[src/rtl/ecc_result_pkg.sv]
// Shared codes and entry sizing for the ECC result FIFO.
package ecc_result_pkg;

  localparam logic [1:0] ERR_NONE = 2'b00;
  localparam logic [1:0] ERR_ONE  = 2'b01;
  localparam logic [1:0] ERR_TWO  = 2'b10;

  localparam logic [1:0] MODE_ENC = 2'b00;
  localparam logic [1:0] MODE_DEC = 2'b01;
  localparam logic [1:0] MODE_FC  = 2'b10;

  localparam int unsigned DATA_WIDTH_DEF = 32;
  localparam int unsigned ENTRY_W        = DATA_WIDTH_DEF + 4;

  // Entry = {op_mode, num_of_errors, data}
  function automatic int unsigned entry_w(int unsigned data_width);
    return data_width + 4;
  endfunction

endpackage

[src/rtl/ecc_sat_counter.sv]
// Saturating up-counter with synchronous clear; clear wins over increment.
module ecc_sat_counter #(
  parameter int unsigned CNT_WIDTH = 16
) (
  input  logic                 clk,
  input  logic                 rst,
  input  logic                 inc,
  input  logic                 clr,
  output logic [CNT_WIDTH-1:0] cnt
);

  always_ff @(posedge clk or negedge rst) begin
    if (!rst) begin
      cnt <= '0;
    end else if (clr) begin
      cnt <= '0;
    end else if (inc && (cnt != '1)) begin
      cnt <= cnt + 1'b1;
    end
  end

endmodule

[src/rtl/ecc_result_fifo.sv]
// Captures ECC core results on operation_done rising edges into a FWFT valid/ready FIFO.
// Optional per-class error statistics are built when ECC_RES_STATS_EN is defined.
module ecc_result_fifo
  import ecc_result_pkg::*;
#(
  parameter int unsigned DATA_WIDTH = 32,
  parameter int unsigned DEPTH      = 8,
  parameter int unsigned CNT_WIDTH  = 16
) (
  input  logic                       clk,
  input  logic                       rst,
  input  logic [DATA_WIDTH-1:0]      data_out,
  input  logic                       operation_done,
  input  logic [1:0]                 num_of_errors,
  input  logic [1:0]                 op_mode,
  input  logic                       clear,
  output logic [DATA_WIDTH-1:0]      res_data,
  output logic [1:0]                 res_errors,
  output logic [1:0]                 res_mode,
  output logic                       res_valid,
  input  logic                       res_ready,
  output logic [$clog2(DEPTH):0]     fifo_count,
  output logic                       overflow,
  output logic [CNT_WIDTH-1:0]       cnt_clean,
  output logic [CNT_WIDTH-1:0]       cnt_corr,
  output logic [CNT_WIDTH-1:0]       cnt_uncorr
);

  localparam int unsigned ADDR = $clog2(DEPTH);
  localparam int unsigned EW   = entry_w(DATA_WIDTH);

  logic              done_q;
  logic              capture;
  logic              full;
  logic              push;
  logic              pop;
  logic [ADDR-1:0]   wr_ptr_q;
  logic [ADDR-1:0]   rd_ptr_q;
  logic [ADDR-1:0]   rd_ptr_d;
  logic [ADDR:0]     count_q;
  logic [ADDR:0]     count_d;
  logic [EW-1:0]     mem_q [DEPTH];
  logic [EW-1:0]     head_q;
  logic [EW-1:0]     head_d;
  logic [EW-1:0]     new_entry;
  logic              overflow_q;

  assign capture   = operation_done & ~done_q;
  assign full      = (count_q == (ADDR+1)'(DEPTH));
  assign res_valid = (count_q != '0);
  assign pop       = res_valid & res_ready;
  assign push      = capture & (~full | pop);
  assign new_entry = {op_mode, num_of_errors, data_out};

  always_comb begin
    rd_ptr_d = rd_ptr_q + ADDR'(pop);
    count_d  = count_q;
    if (push && !pop) begin
      count_d = count_q + 1'b1;
    end else if (pop && !push) begin
      count_d = count_q - 1'b1;
    end
    head_d = head_q;
    // New entry goes straight to the head register when nothing else remains ahead of it
    if (push && ((count_q == '0) || (pop && (count_q == (ADDR+1)'(1))))) begin
      head_d = new_entry;
    end else if (pop) begin
      head_d = mem_q[rd_ptr_d];
    end
  end

  // done_q keeps tracking through clear so a held level never re-captures
  always_ff @(posedge clk or negedge rst) begin
    if (!rst) begin
      done_q <= 1'b0;
    end else begin
      done_q <= operation_done;
    end
  end

  always_ff @(posedge clk or negedge rst) begin
    if (!rst) begin
      wr_ptr_q   <= '0;
      rd_ptr_q   <= '0;
      count_q    <= '0;
      head_q     <= '0;
      overflow_q <= 1'b0;
    end else if (clear) begin
      wr_ptr_q   <= '0;
      rd_ptr_q   <= '0;
      count_q    <= '0;
      overflow_q <= 1'b0;
    end else begin
      if (push) begin
        wr_ptr_q <= wr_ptr_q + 1'b1;
      end
      rd_ptr_q <= rd_ptr_d;
      count_q  <= count_d;
      head_q   <= head_d;
      if (capture && full && !pop) begin
        overflow_q <= 1'b1;
      end
    end
  end

  always_ff @(posedge clk) begin
    if (push && !clear) begin
      mem_q[wr_ptr_q] <= new_entry;
    end
  end

  assign {res_mode, res_errors, res_data} = head_q;
  assign fifo_count = count_q;
  assign overflow   = overflow_q;

`ifdef ECC_RES_STATS_EN
  logic stat_cap;
  assign stat_cap = capture & (op_mode != MODE_ENC);

  ecc_sat_counter #(.CNT_WIDTH(CNT_WIDTH)) u_cnt_clean (
    .clk (clk),
    .rst (rst),
    .inc (stat_cap && (num_of_errors == ERR_NONE)),
    .clr (clear),
    .cnt (cnt_clean)
  );

  ecc_sat_counter #(.CNT_WIDTH(CNT_WIDTH)) u_cnt_corr (
    .clk (clk),
    .rst (rst),
    .inc (stat_cap && (num_of_errors == ERR_ONE)),
    .clr (clear),
    .cnt (cnt_corr)
  );

  ecc_sat_counter #(.CNT_WIDTH(CNT_WIDTH)) u_cnt_uncorr (
    .clk (clk),
    .rst (rst),
    .inc (stat_cap && (num_of_errors[1] == ERR_TWO[1])),
    .clr (clear),
    .cnt (cnt_uncorr)
  );
`else
  assign cnt_clean  = '0;
  assign cnt_corr   = '0;
  assign cnt_uncorr = '0;
`endif

endmodule

[config.mk]
export PLATFORM = sky130hd
export DESIGN_NAME = ecc_result_fifo
export DESIGN_NICKNAME = d
export VERILOG_FILES = /design/src/rtl/ecc_result_pkg.sv /design/src/rtl/ecc_sat_counter.sv /design/src/rtl/ecc_result_fifo.sv
export SDC_FILE = /design/constraint.sdc
export NUM_CORES = 1
export LEC_CHECK = 0
export CORE_UTILIZATION = 45
export DETAILED_ROUTE_END_ITERATION = 8
export PLACE_DENSITY = 0.71
export REMOVE_ABC_BUFFERS = 1
export SYNTH_ARGS = -nofsm -noshare
export SYNTH_HDL_FRONTEND = slang
export SYNTH_SLANG_ARGS = --single-unit
export TNS_END_PERCENT = 50
[constraint.sdc]
create_clock -name clk -period 4.8 [get_ports clk]
set_input_delay 0.96 -clock clk [delete_from_list [all_inputs] [get_ports clk]]
set_output_delay 0.96 -clock clk [all_outputs]
set_load 0.005 [all_outputs]
==> results.yml <==
final_layout:
  fin_cells: 1239
  nNetsFinal: 870
  areaGrowthSynthToFinish_pct: 18.2
  drive_above_1_share: 0.230
  fin_util: 0.539
global_route:
  grt_pass1_vias: 7039
  grt_pass1_wl_mm: 43.4
  groute.usage.overall: 0.192
  grt.overflow.total: 0
  antenna_found_initial: 1
  grt_max_degree: 37
logic_synthesis:
  ys_ff_latch: 336
  syn_area_um2: 13500
  yosysWarnings: 0
  synth_flop_cell: "edfxtp_1"
  syn_inst: 718
  ys_seq_area_frac: 0.728
  synth_area_per_cell_um2: 18.8
  synthArstFlopShare: 0.143
  synth-edff-count: 288
  synthDistinctLibCells: 44
sta:
  period_needed_ns: 3.48
  slew_viol_final: 0
  worstMarginPinSlew_ns: 0.696
  finalSetupViolations: 0
  clock_skew_ns: 0.0113
  fin_hold_ws_ns: 0.445
  max-slew-margin-rel: 0.536
  fmax_ghz: 0.288
  rsz0062_at_grt: "false"
  timing.final.crit_share: 0.724
  hold_violations: 0
place:
  dp_hpwl_mm: 15.9
  dp.cells: 1175
  place_congestion: 0.774
  portBuffers: 82
die:
  io_pins: 131
  die_x_um: 175
  core-area_um2: 29600
  die_height_um: 175
  start_util: 0.456
  rows: 63
  dieArea_um2: 30800
worst_setup_path:
  crit_fanout: 15
  cp_slowest_cell: "xor2_4"
  max_stage_delay_ns: 0.58
  critical_path.most_common_cell: "nor2_1"
  required_ns: 5.16
  critPathLaunchType: "input port"
  cp_data_arrival_time_ns: 3.84
  crit_chain: "clkdlybuf4s50_1 -> inv_1 -> nor2_1 -> ha_4 -> ha_1 -> xor2_4 -> buf_12 -> mux4_2 -> nor2_1 -> o31ai_2"
  cp-end-kind: "register"
  worst-setup-path-type: "in2reg"
cts:
  clk_path_buf_depth: 3
  cts_buffers: 35
  htreeDepth: 2
  cts_sinks: 336
  post-cts-setup-buffer-count: 0
  root_buffer: "clkbuf_16"
  cts_resized: 0
  clk_pin_slew_worst_paths_ns: 0.06
  hold_buffers: 0
  cts_tree: "yes"
  clock_latency_ns: 0.51
power:
  p_leak_nw: 5.27
  max-vdd-ir-drop_mv: 0.333
  p_per_area_nw_per_um2: 561
drt:
  via_count: 7060
  dr.first_iter.drc_count: 642
  drc: 0
  post_drt_wl_per_cell_um: 23.2
  vias_per_cell: 5.70
  postRouteAntennaNets: 0
  wl_mm: 28.7
  first_pass_iters: 5
min_path:
  min_path_type: "in2async"
run_status:
  status: "finished, final reports clean"
flow_run:
  cap_violations: 0
cells in the final DEF, fill, tap and decap left out, drive strengths merged, types with 3 or more instances in the layout:
cell	instances
clkinv	12
nor2b	6
buf	27
nand2b	4
dfrtp	48
nor3b	3
ha	7
clkdlybuf4s50	80
o22ai	35
nor2	50
nand2	6
nor3	4
mux2	3
o21ai	38
a22oi	3
conb	48
a211oi	3
inv	4
a21oi	3
o31ai	35
clkbuf	49
mux4	71
edfxtp	288
Yosys cell counts, types with 2 or more instances:
cell type,count,area [µm²]
nand2_1,6,22.5
clkbuf_1,21,78.8
buf_1,4,15.0
nor2b_1,6,37.5
nand2b_1,4,25.0
nor3_1,4,20.0
o21ai_0,38,190
buf_4,48,360
o31ai_1,5,37.5
nor2_1,50,188
buf_6,3,33.8
o22ai_1,35,219
mux4_2,71,1600
nor3b_1,2,15.0
buf_2,11,55.1
ha_1,7,87.6
edfxtp_1,288,8650
dfrtp_1,48,1200
mux2_2,3,33.8
a22oi_1,2,15.0
a21oi_1,3,15.0
inv_1,4,15.0
o31ai_2,30,375
a21o_1,2,15.0
a211oi_1,3,22.5
xor2_1,2,17.5
path summary, 6_finish.rpt:
kind / start / to / slack (ns) / cells past startpoint
worst max-delay path: res_ready / head_q[29]$_DFFE_PN0P_ / 1.32 / 10
worst min-delay path: rst / head_q[21]$_DFFE_PN0P_ / 0.44 / 1
worst max register to register: fifo_count[0]$_DFFE_PN0P_ / head_q[29]$_DFFE_PN0P_ / 1.50 / 11
worst min register to register: head_q[27]$_DFFE_PN0P_ / head_q[27]$_DFFE_PN0P_ / 0.54 / 2
max in group asynchronous: rst / head_q[13]$_DFFE_PN0P_ / 3.44 / 2
min in group clk: head_q[27]$_DFFE_PN0P_ / head_q[27]$_DFFE_PN0P_ / 0.54 / 2
final cells by class:
type | count | area [µm²]
well taps | 390 | 488
fillers | 2303 | 13600
flip-flops and latches | 336 | 9850
diodes | 1 | 2.50
clock buffers | 49 | 1030
multi-input cells | 338 | 3380
repair buffers | 107 | 1140
inverters | 4 | 15.0
clock inverters | 14 | 87.6
routing by layer:
layer  track usage  wire length, µm  vias to the layer above
li1              -                -                     3009
met1         0.277            12600                     3655
met2         0.305            13600                      354
met3        0.0312             2120                       42
met4        0.0514              466                        0
met5             0                0                        -
per-stage QoR:
stage	worst slack, ns	instance area, µm²	power [mW]	TNS (ns)
floorplan	-1.19	13200	5.37	-43.33
global route	1.15	16000	9.36	0
finish	1.32	16000	8.96	0
detailed placement	0.823	14900	6.44	0
CTS	1.32	16000	9.04	0
global placement	0.879	14900	6.39	0
sequential cells by signal, summed over array words and instances (netlist names):
register and count:
rd_ptr_q 3, fifo_count 4, mem_q 288, head_q 36
done_q 1, overflow 1, wr_ptr_q 3
power breakdown:
part           leakage [nW]  internal (mW)  switching (mW)
Clock                 0.549           1.55            1.06
Sequential             3.20           3.37           0.152
Combinational          1.52           1.47            1.37
Total                  5.27           6.39            2.58
worst max-delay path, delay by kind of cell:
kind	cells	cell delay, ns
AOI/OAI and AO/OA	1	0.10
xor gates and xnor gates	1	0.58
adders and majority gates	2	0.42
buffers and inverters	3	0.92
muxes	1	0.31
and+or+nand+nor	2	0.54
logic make-up (layout without fill, tap and decap cells):
family / after synthesis / count (layout) / share of synthesized area
xor+xnor: 4 / 4 / 0.00361
mux: 75 / 75 / 0.121
buf+inv: 91 / 174 / 0.0413
fa+ha+maj: 7 / 7 / 0.00648
other cells: 1 / 49 / 0.000277
simple gates: 81 / 81 / 0.0293
compound gates: 123 / 123 / 0.0693
flops: 336 / 336 / 0.728
(Power assumes the default switching activity.)
